[src/rtl/mips_pkg.sv]
// ============================================================================
// Module  : mips_pkg
// Brief   : Load opcodes and immediate extension encodings for the MIPS datapath.
// Revision: 1.0
// ============================================================================
`default_nettype none

package mips_pkg;

    localparam logic [5:0] OP_LB  = 6'd32;
    localparam logic [5:0] OP_LH  = 6'd33;
    localparam logic [5:0] OP_LW  = 6'd35;
    localparam logic [5:0] OP_LBU = 6'd36;
    localparam logic [5:0] OP_LHU = 6'd37;

    localparam logic [1:0] EXT_SIGN = 2'b00;
    localparam logic [1:0] EXT_ZERO = 2'b01;
    localparam logic [1:0] EXT_LUI  = 2'b10;

    typedef enum logic [1:0] {
        LD_WORD = 2'd0,
        LD_HALF = 2'd1,
        LD_BYTE = 2'd2
    } ld_size_e;

endpackage : mips_pkg

`default_nettype wire

[src/rtl/field_ext.sv]
// ============================================================================
// Module  : field_ext
// Brief   : Sign- or zero-extends a W-bit field to 32 bits.
// Revision: 1.0
// ============================================================================
`default_nettype none

module field_ext #(
    parameter int W = 16
) (
    input  logic [W-1:0] field,
    input  logic         zero_sel,
    output logic [31:0]  ext
);

    logic w_fill;

    always_comb begin
        w_fill = zero_sel ? 1'b0 : field[W-1];
        ext    = {{(32-W){w_fill}}, field};
    end

endmodule : field_ext

`default_nettype wire

[src/rtl/load_ext_unit.sv]
// ============================================================================
// Module  : load_ext_unit
// Brief   : Load lane select + extension and immediate extension, one-cycle
//           registered outputs.
// Revision: 1.0
// ============================================================================
`default_nettype none

module load_ext_unit
    import mips_pkg::*;
#(
    parameter logic [31:0] RST_VAL = 32'h0000_0000
) (
    input  logic        clk,
    input  logic        rst,
    input  logic        in_valid,
    input  logic [5:0]  op,
    input  logic [1:0]  addr_lo,
    input  logic [31:0] rdata,
    input  logic [15:0] imm,
    input  logic [1:0]  ext_op,
    output logic        out_valid,
    output logic [31:0] load_data,
    output logic [31:0] imm_ext,
    output logic        align_err
);

    logic        out_valid_d, out_valid_q;
    logic [31:0] load_data_d, load_data_q;
    logic [31:0] imm_ext_d,   imm_ext_q;
    logic        align_err_d, align_err_q;

    ld_size_e    w_size;
    logic        w_zero;
    logic        w_misalign;
    logic [7:0]  w_byte;
    logic [15:0] w_half;
    logic [31:0] w_byte_ext;
    logic [31:0] w_half_ext;
    logic [31:0] w_imm_se_ze;
    logic        w_imm_zero;

    // Opcode decode; unrecognised opcodes behave as lbu.
    always_comb begin
        w_size     = LD_BYTE;
        w_zero     = 1'b1;
        w_misalign = 1'b0;
        case (op)
            OP_LW: begin
                w_size     = LD_WORD;
                w_zero     = 1'b1;
                w_misalign = (addr_lo != 2'b00);
            end
            OP_LH: begin
                w_size     = LD_HALF;
                w_zero     = 1'b0;
                w_misalign = addr_lo[0];
            end
            OP_LHU: begin
                w_size     = LD_HALF;
                w_zero     = 1'b1;
                w_misalign = addr_lo[0];
            end
            OP_LB: begin
                w_size = LD_BYTE;
                w_zero = 1'b0;
            end
            default: begin
                w_size = LD_BYTE;
                w_zero = 1'b1;
            end
        endcase
    end

    always_comb begin
        w_half = addr_lo[1] ? rdata[31:16] : rdata[15:0];
        case (addr_lo)
            2'd0:    w_byte = rdata[7:0];
            2'd1:    w_byte = rdata[15:8];
            2'd2:    w_byte = rdata[23:16];
            default: w_byte = rdata[31:24];
        endcase
    end

    field_ext #(.W(8)) u_byte_ext (
        .field    (w_byte),
        .zero_sel (w_zero),
        .ext      (w_byte_ext)
    );

    field_ext #(.W(16)) u_half_ext (
        .field    (w_half),
        .zero_sel (w_zero),
        .ext      (w_half_ext)
    );

    // Only EXT_SIGN sign-extends; the reserved encoding zero-extends.
    assign w_imm_zero = (ext_op != EXT_SIGN);

    field_ext #(.W(16)) u_imm_ext (
        .field    (imm),
        .zero_sel (w_imm_zero),
        .ext      (w_imm_se_ze)
    );

    always_comb begin
        out_valid_d = in_valid;
        load_data_d = load_data_q;
        imm_ext_d   = imm_ext_q;
        align_err_d = align_err_q;
        if (in_valid) begin
            case (w_size)
                LD_WORD: load_data_d = rdata;
                LD_HALF: load_data_d = w_half_ext;
                default: load_data_d = w_byte_ext;
            endcase
            imm_ext_d   = (ext_op == EXT_LUI) ? {imm, 16'h0000} : w_imm_se_ze;
            align_err_d = w_misalign;
        end
    end

    always_ff @(posedge clk) begin
        if (rst) begin
            out_valid_q <= 1'b0;
            load_data_q <= RST_VAL;
            imm_ext_q   <= RST_VAL;
            align_err_q <= 1'b0;
        end else begin
            out_valid_q <= out_valid_d;
            load_data_q <= load_data_d;
            imm_ext_q   <= imm_ext_d;
            align_err_q <= align_err_d;
        end
    end

    assign out_valid = out_valid_q;
    assign load_data = load_data_q;
    assign imm_ext   = imm_ext_q;
    assign align_err = align_err_q;

endmodule : load_ext_unit

`default_nettype wire

[config.mk]
export PLATFORM = sky130hd
export DESIGN_NAME = load_ext_unit
export DESIGN_NICKNAME = d
export VERILOG_FILES = /design/src/rtl/mips_pkg.sv /design/src/rtl/field_ext.sv /design/src/rtl/load_ext_unit.sv
export SDC_FILE = /design/constraint.sdc
export NUM_CORES = 1
export LEC_CHECK = 0
export ABC_AREA = 1
export CORE_MARGIN = 2
export CORE_UTILIZATION = 49
export CTS_BUF_LIST = sky130_fd_sc_hd__clkbuf_8
export CTS_CLUSTER_DIAMETER = 40
export DETAILED_ROUTE_END_ITERATION = 8
export GPL_ROUTABILITY_DRIVEN = 0
export PLACE_DENSITY = 0.95
export SYNTH_ARGS = -nofsm -noshare
export SYNTH_HDL_FRONTEND = slang
export SYNTH_SLANG_ARGS = --single-unit
[constraint.sdc]
create_clock -name clk -period 2.55 [get_ports clk]
set_input_delay 0.765 -clock clk [delete_from_list [all_inputs] [get_ports clk]]
set_output_delay 0.765 -clock clk [all_outputs]
set_load 0.01 [all_outputs]
==> reports/metrics.cfg <==
[clocking]
maximum_clock_path_buffer_count=2
cts.root.buffer_cell=sky130_fd_sc_hd__clkbuf_8
tritoncts=yes
path_clk_slew_ps=70
worstSkewPairLatency_ps=340
cts_buffers=9
number_of_levels_in_the_clock_h_tree=3
post_cts_resized=0
post-cts-setup-buffer-count=0
clkSinkCount=66
hold_buffers=0

[power_and_ir_drop]
seqPwrFrac=0.417
power_density_nw_per_um2=562.7
switching_share=0.2596
pwr-share-clk=0.399
finalPower_uw=2677
power_frac_comb=0.184
leakage_uw=0.002115
max-vdd-ir-drop_mv=0.4159
p_sw_uw=694.9
internal_power_uw=1982

[timing]
worst_pin_slew_ps=543.3
highest_clock_frequency_the_design_can_meet_ghz=0.4387
totalNegativeSetupSlack_ps=0
final.period_utilization=0.8938
hold_viol=0
timing.final.ws_setup_ps=270.7
max_slew_margin=0.6378
maxSlewViolCount=0
finalSetupViolations=0
setup_repair_after_global_routing_missed_its_margin=no
timing.final.crit_period_ps=2279
clock_skew_ps=0

[setup_path]
startpoint_type=input pin
reg2regPathDepth=4
crit_slowest_cell=sky130_fd_sc_hd__clkdlybuf4s50_1
cp.required_ps=2810
crit_path_max_incr_delay_ps=430
crit_path_end_kind=flip-flop
worstPathMaxFanout=23
critPathArrivalTime_ps=2540
criticalPathCategory=input pin to flip-flop
cp_cell_sequence=clkdlybuf4s50_1 > inv_1 > nand2_1 > nand2_1 > nand2_1 > nand2_1 > nand3_1 > nand2_2 > buf_12 > nor2_1 > nor2_1
crit_path_most_repeated_cell=sky130_fd_sc_hd__nand2_1

[route]
wl_per_cell_um=15.40
vias_per_cell=5.624
detailroute.via_count=3914
drt_drc_violations_left=0
antenna_violating_nets_post_route=0
routed_wl_um=10720
drt_iter0_markers=311
dr.pass1.iters=5

[synthesis]
flop_and_latch_count_out_of_synthesis=66
postSynthNetCount=560
synth_area_leaders=sky130_fd_sc_hd__dfxtp_1 41%, sky130_fd_sc_hd__nand2_1 17%, sky130_fd_sc_hd__o21ai_0 11%, sky130_fd_sc_hd__nor2_1 8.9%, sky130_fd_sc_hd__nand3_1 6.4%
synth_edf_count=0
postSynthAreaPerCell_um2=6.457
dominantRegCellSynth=sky130_fd_sc_hd__dfxtp_1
asyncSetResetFlopFracSynth=0
post_synth_num_cell_types=23
syn-cell-area_um2=3222
syn_inst=499
seq_area_frac_synth=0.4101
synth_top_area_frac=0.4101
synthDominantAreaCellType=sky130_fd_sc_hd__dfxtp_1
synth-warning-count=0

[outcome]
run_status=completed

[floorplanning]
die-area_um2=7239
core_area_um2=6350
std_cell_rows=29
die_height_um=85.09
start_util=0.5074
io-pin-count=127
chipWidth_um=85.09

[cells_and_area]
num_antenna_cells=0
final_layout_size_suffix_gt1_frac=0.06300
final_cell_mix=142 x sky130_fd_sc_hd__nand2_1, 125 x sky130_fd_sc_hd__clkdlybuf4s50_1, 76 x sky130_fd_sc_hd__nor2_1
nNetsFinal=675
flow.area_growth_from_synthesis_pct=47.65
final_common_cell=sky130_fd_sc_hd__nand2_1

[hold_path]
timing.hold.worst.class=flip-flop to flip-flop
hold-path-cell-count=2

[grt]
grt_util_all_layers=0.2939
pin_count_of_the_biggest_net_entering_global_routing=48
wire_length_of_the_first_global_routing_pass_um=17070
grt_antenna_before_repair=0
vias_in_the_first_global_route=3688
gr-total-overflow=0

[placed_design]
dpl_worst_slack_ps=109.3
place.detailed.hpwl_um=7292
placement.io_buffers=126

[job]
drv_cap=0

-- cell usage after synthesis, types with 3 or more instances --
cell type,instances
sky130_fd_sc_hd__nand2_1,142
sky130_fd_sc_hd__nor2_1,76
sky130_fd_sc_hd__o21ai_0,69
sky130_fd_sc_hd__dfxtp_1,66
sky130_fd_sc_hd__nand3_1,41
sky130_fd_sc_hd__inv_1,28
sky130_fd_sc_hd__a21oi_1,19
sky130_fd_sc_hd__clkbuf_1,15
sky130_fd_sc_hd__buf_2,10
sky130_fd_sc_hd__o21ai_1,5
sky130_fd_sc_hd__nor3_1,4
sky130_fd_sc_hd__buf_1,3
sky130_fd_sc_hd__buf_4,3
sky130_fd_sc_hd__buf_6,3
sky130_fd_sc_hd__inv_2,3
sky130_fd_sc_hd__nand4_1,3
sky130_fd_sc_hd__nor2_2,3
-- flip-flops by register name, summed over array words and instances (netlist names) --
signal and count:
imm_ext 32, load_data 32, align_err 1, out_valid 1
-- power by group through the flow --
| stage | Sequential, uW | Clock (uW) | Combinational (uW) |
|---|---|---|---|
| CTS | 1110 | 1070 | 487 |
| floorplan | 1160 | 0 | 191 |
| finish | 1120 | 1070 | 492 |
| detailed placement | 1140 | 0 | 479 |
| global placement | 1140 | 0 | 466 |
| global route | 1120 | 1130 | 529 |
-- logic make-up (layout without fill, tap and decap cells) --
family | Yosys count | count (layout) | share of synthesized area
compound gates | 94 | 94 | 0.1468
flops | 66 | 66 | 0.4101
buf+inv | 65 | 185 | 0.09009
simple gates | 274 | 274 | 0.3530
-- layout make-up --
class	instances	area, um2
Tap cell	77	96.34
Fill cell	456	1593
Clock buffer	9	123.9
Sequential cell	66	1321
Multi-Input combinational cell	368	1610
Inverter	31	116.4
Clock inverter	7	117.6
Timing Repair Buffer	138	1371
-- metrics by stage --
stage | area (um2) | hold slack [ps] | instances | utilization
floorplan | 3222 | 490.0 | 499 | -
global placement | 4516 | 450.7 | 680 | 0.7111
detailed placement | 4516 | 455.9 | 680 | 0.7111
CTS | 4757 | 466.5 | 696 | 0.7492
global route | 4757 | 490.0 | 696 | 0.7492
finish | 4757 | 465.5 | 696 | 0.7492
-- worst paths after layout --
path	to	slack, ps	from
setup / recovery	load_data[20]	270	addr_lo[1]
hold / removal	imm_ext[2]	470	imm_ext[2]
setup reg to reg	imm_ext[24]	1780	imm_ext[24]
hold reg to reg	imm_ext[2]	470	imm_ext[2]
-- worst max-delay path, delay by kind of cell --
family	cells	cell delay, ps
AND/OR/NAND/NOR	8	910
buffers and inverters	3	860
-- layer usage --
layer / GRT usage / wire length [um]
met5: 0 / 0
met4: 0.1674 / 510
met3: 0.04961 / 918
met2: 0.5128 / 5388
met1: 0.3380 / 3903
Note: power is estimated with default switching activity, not from simulation.
